===== config.mk =====
export PLATFORM = sky130hd
export DESIGN_NAME = logic_slice_seq
export DESIGN_NICKNAME = d
export VERILOG_FILES = /design/src/rtl/alu_pkg.sv /design/src/rtl/and_wordgate.sv /design/src/rtl/logic_slice_seq.sv
export SDC_FILE = /design/constraint.sdc
export NUM_CORES = 1
export LEC_CHECK = 0
export BUFFER_PORTS_ARGS = -buffer_cell sky130_fd_sc_hd__buf_4
export CAP_MARGIN = 0
export CORE_MARGIN = 1.5
export CORE_UTILIZATION = 50
export CTS_CLUSTER_SIZE = 30
export DETAILED_ROUTE_END_ITERATION = 16
export GPL_TIMING_DRIVEN = 0
export HOLD_SLACK_MARGIN = 0.12
export PLACE_DENSITY = 0.82
export SLEW_MARGIN = 20
export SYNTH_ARGS = -nofsm -noshare
export SYNTH_HDL_FRONTEND = slang
export SYNTH_SLANG_ARGS = --single-unit

===== constraint.sdc =====
create_clock -name clk -period 2.7 [get_ports clk]
set_input_delay 0.27 -clock clk [delete_from_list [all_inputs] [get_ports clk]]
set_output_delay 0.27 -clock clk [all_outputs]
set_load 0.01 [all_outputs]

===== src/rtl/alu_pkg.sv =====
// Shared definitions for the ALU-64 logic path: operation codes and the
// state encoding of the sliced logic sequencer.
package alu_pkg;

    localparam logic [1:0] OP_AND  = 2'b00;
    localparam logic [1:0] OP_NAND = 2'b01;
    localparam logic [1:0] OP_OR   = 2'b10;
    localparam logic [1:0] OP_NOR  = 2'b11;

    typedef enum logic [1:0] {
        S_IDLE = 2'd0,
        S_RUN  = 2'd1,
        S_DONE = 2'd2
    } state_t;

endpackage


===== src/rtl/and_wordgate.sv =====
// Plain w-bit bitwise AND gate; the only gate logic in the logic slice path.
module and_wordgate #(
    parameter int w = 16
) (
    input  logic [w-1:0] a,
    input  logic [w-1:0] b,
    output logic [w-1:0] y
);

    assign y = a & b;

endmodule


===== src/rtl/logic_slice_seq.sv =====
// Multi-cycle 64-bit AND/NAND/OR/NOR built from one narrow AND slice,
// processed least-significant slice first, valid/ready on both sides.
module logic_slice_seq
    import alu_pkg::*;
#(
    parameter int DATA_W  = 64,
    parameter int SLICE_W = 16
) (
    input  logic              clk,
    input  logic              rst_b,
    input  logic              in_valid,
    output logic              in_ready,
    input  logic [1:0]        op,
    input  logic [DATA_W-1:0] a,
    input  logic [DATA_W-1:0] b,
    output logic              out_valid,
    input  logic              out_ready,
    output logic [DATA_W-1:0] result,
    output logic              zero
);

    localparam int NSLICES = DATA_W / SLICE_W;
    localparam int CNT_W   = (NSLICES > 1) ? $clog2(NSLICES) : 1;
    localparam logic [CNT_W-1:0] CNT_LAST = CNT_W'(NSLICES - 1);

    state_t              state_reg;
    logic [CNT_W-1:0]    cnt_reg;
    logic [DATA_W-1:0]   a_reg;
    logic [DATA_W-1:0]   b_reg;
    logic [1:0]          op_reg;
    logic [DATA_W-1:0]   result_reg;
    logic                zero_reg;
    logic                out_valid_reg;

    logic [SLICE_W-1:0]  a_sl [NSLICES];
    logic [SLICE_W-1:0]  b_sl [NSLICES];
    logic [SLICE_W-1:0]  a_slice;
    logic [SLICE_W-1:0]  b_slice;
    logic [SLICE_W-1:0]  gate_a;
    logic [SLICE_W-1:0]  gate_b;
    logic [SLICE_W-1:0]  gate_y;
    logic [SLICE_W-1:0]  slice_out;
    logic [DATA_W-1:0]   result_next;
    logic                inv_in;
    logic                inv_out;

    // Split latched operands into slices and merge the current slice output
    // into the result word; only the slice addressed by cnt_reg changes.
    for (genvar gi = 0; gi < NSLICES; gi++) begin : g_slice
        assign a_sl[gi] = a_reg[gi*SLICE_W +: SLICE_W];
        assign b_sl[gi] = b_reg[gi*SLICE_W +: SLICE_W];
        assign result_next[gi*SLICE_W +: SLICE_W] =
            (cnt_reg == CNT_W'(gi)) ? slice_out : result_reg[gi*SLICE_W +: SLICE_W];
    end

    always_comb begin
        a_slice = '0;
        b_slice = '0;
        for (int i = 0; i < NSLICES; i++) begin
            if (cnt_reg == CNT_W'(i)) begin
                a_slice = a_sl[i];
                b_slice = b_sl[i];
            end
        end
    end

    // De Morgan: OR/NOR invert the inputs, NAND/OR invert the output.
    assign inv_in  = (op_reg == OP_OR)   || (op_reg == OP_NOR);
    assign inv_out = (op_reg == OP_NAND) || (op_reg == OP_OR);

    assign gate_a    = inv_in  ? ~a_slice : a_slice;
    assign gate_b    = inv_in  ? ~b_slice : b_slice;
    assign slice_out = inv_out ? ~gate_y  : gate_y;

    and_wordgate #(
        .w (SLICE_W)
    ) u_gate (
        .a (gate_a),
        .b (gate_b),
        .y (gate_y)
    );

    always_ff @(posedge clk) begin
        if (!rst_b) begin
            state_reg     <= S_IDLE;
            cnt_reg       <= '0;
            a_reg         <= '0;
            b_reg         <= '0;
            op_reg        <= OP_AND;
            result_reg    <= '0;
            zero_reg      <= 1'b0;
            out_valid_reg <= 1'b0;
        end else begin
            case (state_reg)
                S_IDLE: begin
                    if (in_valid) begin
                        a_reg      <= a;
                        b_reg      <= b;
                        op_reg     <= op;
                        result_reg <= '0;
                        cnt_reg    <= '0;
                        state_reg  <= S_RUN;
                    end
                end
                S_RUN: begin
                    result_reg <= result_next;
                    if (cnt_reg == CNT_LAST) begin
                        cnt_reg       <= '0;
                        state_reg     <= S_DONE;
                        out_valid_reg <= 1'b1;
                        zero_reg      <= (result_next == '0);
                    end else begin
                        cnt_reg <= cnt_reg + CNT_W'(1);
                    end
                end
                S_DONE: begin
                    if (out_ready) begin
                        state_reg     <= S_IDLE;
                        out_valid_reg <= 1'b0;
                    end
                end
                default: begin
                    state_reg <= S_IDLE;
                end
            endcase
        end
    end

    assign in_ready  = (state_reg == S_IDLE);
    assign out_valid = out_valid_reg;
    assign result    = result_reg;
    assign zero      = zero_reg;

endmodule


# [Yosys cells after proc, flatten, opt, wreduce, memory -nomap -nowiden]
# Cells that the tools add are included.
[totals] register_bits=200 inputBits=134 out_inout_bits=67 wordCells=63
[classes] n_addsub=1 eq_ne=11 n_mux=27 n_bitwise=4 reduce_logical=12
[ops] cell="$mux W16" count=15
[ops] cell="$pmux W64 S2" count=1
[ops] cell="$logic_not A64 Y1" count=1
[ops] cell="$mux W64" count=1
[ops] cell="$not A16 Y16" count=3
[ops] cell="$and A16 B16 Y16" count=1
[ops] cell="$eq A2 B2 Y1 const B" count=5
[ops] cell="$mux W2" count=5
[ops] cell="$eq A2 B1 Y1 const B" count=3
[ops] cell="$ne A2 B2 Y1 const B" count=3
[ops] cell="$pmux W2 S3" count=1
[ops] cell="$reduce_and A2 Y1" count=3
[ops] cell="$reduce_and A3 Y1" count=2
[ops] cell="$logic_not A2 Y1" count=2
[ops] cell="$pmux W2 S2" count=1
[ops] cell="$reduce_bool A2 Y1" count=2
[ops] cell="$add A2 B1 Y2 const B" count=1
[ops] cell="$logic_or A1 B1 Y1" count=2
[ops] cell="$mux W1" count=2
[ops] cell="$pmux W1 S2" count=1

# [Depth between registers and ports, before layout]
[logic_depth] word_depth=12 depth_mapped=15 depth_no_buf=11

# [By module]
# From an unflattened synthesis, not the netlist that was laid out.
[hier_totals] cells_unflattened=1233 area_unflattened_um2=9710.6
[modules_own_cells] mod="logic_slice_seq" n_inst=1 cells_each=1217 area_per_inst_um2=9610.5 seq_area_each_um2=4003.8
[modules_own_cells] mod="and_wordgate" n_inst=1 cells_each=16 area_per_inst_um2=100.1 seq_area_each_um2=0.0

# [Least setup slack after synthesis]
# OpenSTA, ideal clock, no wires.
[synth_path] path_type="register to register" from="reg cnt_reg[1]" to="reg zero_reg (netlist: zero)" setup_time_ns=0.069 arrival_time_ns=2.729 required_ns=2.631 path_slack_ns=-0.098 path_stages_with_launch=14 n_path_buf=2 synth_period_minus_slack_ns=2.798 path_cell_list="dfxtp_1 > inv_1 > ha_1 > buf_4 > buf_2 > nand3b_1 > a311o_1 > or2_2 > o21ai_1 > xnor2_1 > nand2_1 > a2111oi_0 > nand4_1 > o21ai_1"
[synth_via] elab_chain_cells=12 word_cells_on_any_way=25 classes_between="eq/ne (3); mux (15); bitwise (4); reduce/logical (3)"
[synth_lines] item="start: declaration" line_no="logic_slice_seq.sv:27" rtl="logic [CNT_W-1:0] cnt_reg;"
[synth_lines] item="start signal: assignment" line_no="logic_slice_seq.sv:113" rtl="cnt_reg <= cnt_reg + CNT_W'(1);"
[synth_lines] item="$logic_not A2 Y1" line_no="logic_slice_seq.sv:53, logic_slice_seq.sv:60"
[synth_lines] item="$mux W16 (4 in series)" line_no="logic_slice_seq.sv:60" rtl="if (cnt_reg == CNT_W'(i)) begin"
[synth_lines] item="$not A16 Y16, on equally long branches" line_no="logic_slice_seq.sv:71, logic_slice_seq.sv:72"
[synth_lines] item="$mux W16, on equally long branches" line_no="logic_slice_seq.sv:71, logic_slice_seq.sv:72"
[synth_lines] item="$and A16 B16 Y16" line_no="and_wordgate.sv:10" rtl="assign y = a & b;"
[synth_lines] item="$not A16 Y16" line_no="logic_slice_seq.sv:73" rtl="assign slice_out = inv_out ? ~gate_y : gate_y;"
[synth_lines] item="$mux W16" line_no="logic_slice_seq.sv:73"
[synth_lines] item="$mux W16" line_no="logic_slice_seq.sv:53" rtl="(cnt_reg == CNT_W'(gi)) ? slice_out : result_reg[gi*SLICE_W +: SLICE_W];"
[synth_lines] item="$logic_not A64 Y1" line_no="logic_slice_seq.sv:111" rtl="zero_reg <= (result_next == '0);"
[synth_lines] item="end signal: assignment" line_no="logic_slice_seq.sv:111"
[synth_lines] item="end: declaration" line_no="logic_slice_seq.sv:32" rtl="logic zero_reg;"
# Several ways; a longest one is shown, not always the timed one.
# A chain may end at the register's enable or synchronous reset.

# [Worst setup path after layout]
[layout_path] from="reg cnt_reg[0]" to="reg zero_reg (netlist: zero)"
# The elaborated chain is that of the path after synthesis.

==> out/results.tsv <==
metric	value	unit
setup_ws	-355	ps
min-delay-path-class	in -> reg	
die_h	144	um
final_cell_mix	nand2_1 (294), buf_4 (231), dfxtp_1 (198)	
synthesis.area	9970	sq um
setup_viol_count_final	31	
crit_cells	13	
first_pass_iters	6	
cts-root-buf	clkbuf_16	
rsz0062_at_grt	yes	
layout_commonest_cell	nand2_1	
wl_met1	15.0	mm
reg2regPathDepth	13	
timing_worst_setup_path_type	reg -> reg	
synth_seq_cells	200	
p_clk_frac	0.339	
path_max_fanout	10	
cpLargestDelayFamily	compound AO/OA/AOI/OAI gates	
ioPinCount	201	
max-cap-violations	0	
cts_sinks	200	
synth_nets	1358	
ys.flop_type	dfxtp_1	
wl_met3	3.52	mm
post-route-period-util	1.13	
vias	11100	
synthToLayoutAreaGrowth	47.6	%
path_clk_slew	70	ps
die_w	144	um
cp.arrival	3440	ps
crit_path_max_incr_delay	440	ps
worstPathCellList	ha_4 -> buf_6 -> buf_6 -> nor2_4 -> buf_6 -> a311o_1 -> or2_4 -> o21ai_4 -> xnor2_4 -> a41oi_2 -> a2111oi_2 -> nand4_1 -> o21ai_1	
dr_wl_met2	19.2	mm
p_comb_frac	0.237	
drcViolationCount	0	
ys_warn_count	0	
crit_slowest_cell	a311o_1	
period_needed	3050	ps
power.leakage	5.68	nW
seq_area	4010	sq um
fin_area	14700	sq um
wl_per_cell	21.3	um
dpl.hpwl	26.4	mm
layout-drive-gt1-share	0.260	
hold_depth	3	
port_buffers	200	
post-place-ws	-717	ps
dpl_cell_area	11800	sq um
grt_pass1_wl	58.9	mm
finalCoreUtilization	0.753	
swShare	0.310	
grt_max_degree	19	
peakVddDrop	0.431	mV
viasPerCell	5.96	
cts_tree	done	
die_area	20800	sq um
antenna_cells	0	
grt_pass1_vias	10900	
max-slew-margin-rel	0.457	
initial_utilization	0.510	
multi_input_area	6090	sq um
antenna_found_initial	0	
fin_nets	1728	
status	complete, but fails checks	
syn_area_per_cell	8.18	sq um
core-area	19500	sq um
crit_top_cell	buf_6	
p_int	5.25	mW
initialDrtViolationCount	1201	
p_per_area	517	nW/um^2
top_layer_used	met4	
path_buf_inv	3	
overflow	0	
antenna_left	0	
rows	51	
cts_htree_levels	4	
maxSlewViolCount	0	
crit_path_end_kind	register	
p_switching	2.36	mW
routed_wl	39.8	mm
finalWeightedCongestion	1.02	
grt_use_total	0.376	
fin_skew	10.6	ps
ys_seq_area_frac	0.402	
seqPwrFrac	0.424	
worst_pin_slew	814	ps
fmax	0.327	GHz
final_hold_viol_count	0	
clkLatencyLatePin	450	ps
async_flop_share	0	
clock_path_buffers	2	
yosysUniqueCellTypes	64	
cp-start-kind	register	
synth_edf_count	0	
numCtsBuffers	17	
synth_cells	1218	
nFillCells	1330	
cp.required	3080	ps
violations	negative setup slack	
worst reg2reg max path, cell delays in order, from the launching register on:
cell and delay, ps:
dfxtp_4 410, ha_4 160, buf_6 140, buf_6 170
nor2_4 70, buf_6 170, a311o_1 440, or2_4 290
o21ai_4 190, xnor2_4 170, a41oi_2 160, a2111oi_2 360
nand4_1 150, o21ai_1 130
cell usage after synthesis, drive strengths merged (9+ instances only):
library cell,count,area (sq um)
nand2,295,1110
dfxtp,200,4000
a21boi,133,998
nor2b,93,582
clkbuf,69,259
a22oi,68,510
a211oi,36,285
buf,36,208
nor2,35,131
nand3b,25,188
nor3b,25,193
nand3,16,80.1
a211o,15,131
nor4,13,81.3
nand4,12,75.1
nor3,11,55.1
xnor2,11,104
a21oi,10,50.1
inv,9,33.8
o21ai,9,45.0
stage by stage:
| stage | hold slack (ps) | instances | setup TNS [ps] | total power [mW] |
|---|---|---|---|---|
| final | 121 | 1866 | -3170 | 7.60 |
| after global routing | 123 | 1866 | -5480 | 7.83 |
| after CTS | 120 | 1857 | -1250 | 7.41 |
| after detailed placement | 460 | 1683 | -20270 | 4.58 |
| after global placement | 452 | 1683 | -18180 | 4.56 |
| after floorplan | 415 | 1218 | 0 | 4.04 |
power groups by stage:
stage               clock, mW  sequential (mW)  combinational [mW]
global route             2.69             3.23                1.91
detailed placement          0             3.28                1.30
global placement            0             3.27                1.28
finish                   2.58             3.23                1.80
floorplan                   0             3.23               0.815
CTS                      2.57             3.21                1.63
cell type report:
type	instances	area share
Buffer	103	0.0434
Clock buffer	19	0.0301
Clock inverter	13	0.00936
Inverter	9	0.00272
Multi-Input combinational cell	904	0.414
Sequential cell	200	0.273
Tap cell	265	0.0225
Timing Repair Buffer	353	0.206
path summary, 6_finish.rpt:
| kind | startpoint | end | slack (ps) |
|---|---|---|---|
| max | cnt_reg[0]$_SDFFE_PN0P_ | zero$_SDFFE_PN0P_ | -350 |
| min | a[6] | a_reg[6]$_SDFFE_PN0P_ | 120 |
| max reg2reg | cnt_reg[0]$_SDFFE_PN0P_ | zero$_SDFFE_PN0P_ | -350 |
| min reg2reg | a_reg[25]$_SDFFE_PN0P_ | a_reg[25]$_SDFFE_PN0P_ | 470 |
cells by family after synthesis:
kind of cell / count (synthesis) / synth area share
multiplexers: 2 / 0.00201
buffers and inverters: 114 / 0.0502
flip-flops: 200 / 0.402
adder cells (fa/ha/maj): 6 / 0.00753
AND/OR/NAND/NOR: 568 / 0.282
XOR/XNOR: 11 / 0.0104
AO/OA/AOI/OAI: 317 / 0.246
metal layers:
layer,up-vias,global-route usage
li1,5014,-
met1,5316,0.452
met2,639,0.636
met3,155,0.0765
met4,0,0.194
met5,-,0
timing repair:
item	CTS	global route
resized for setup	127	69
buffers inserted	23	10
hold buffers	118	0
pin swaps	29	36
hold endpoints to repair	118	0
gates cloned	2	1
endpoints found under the setup margin	64	139
Power figures use the tool's default switching activity.
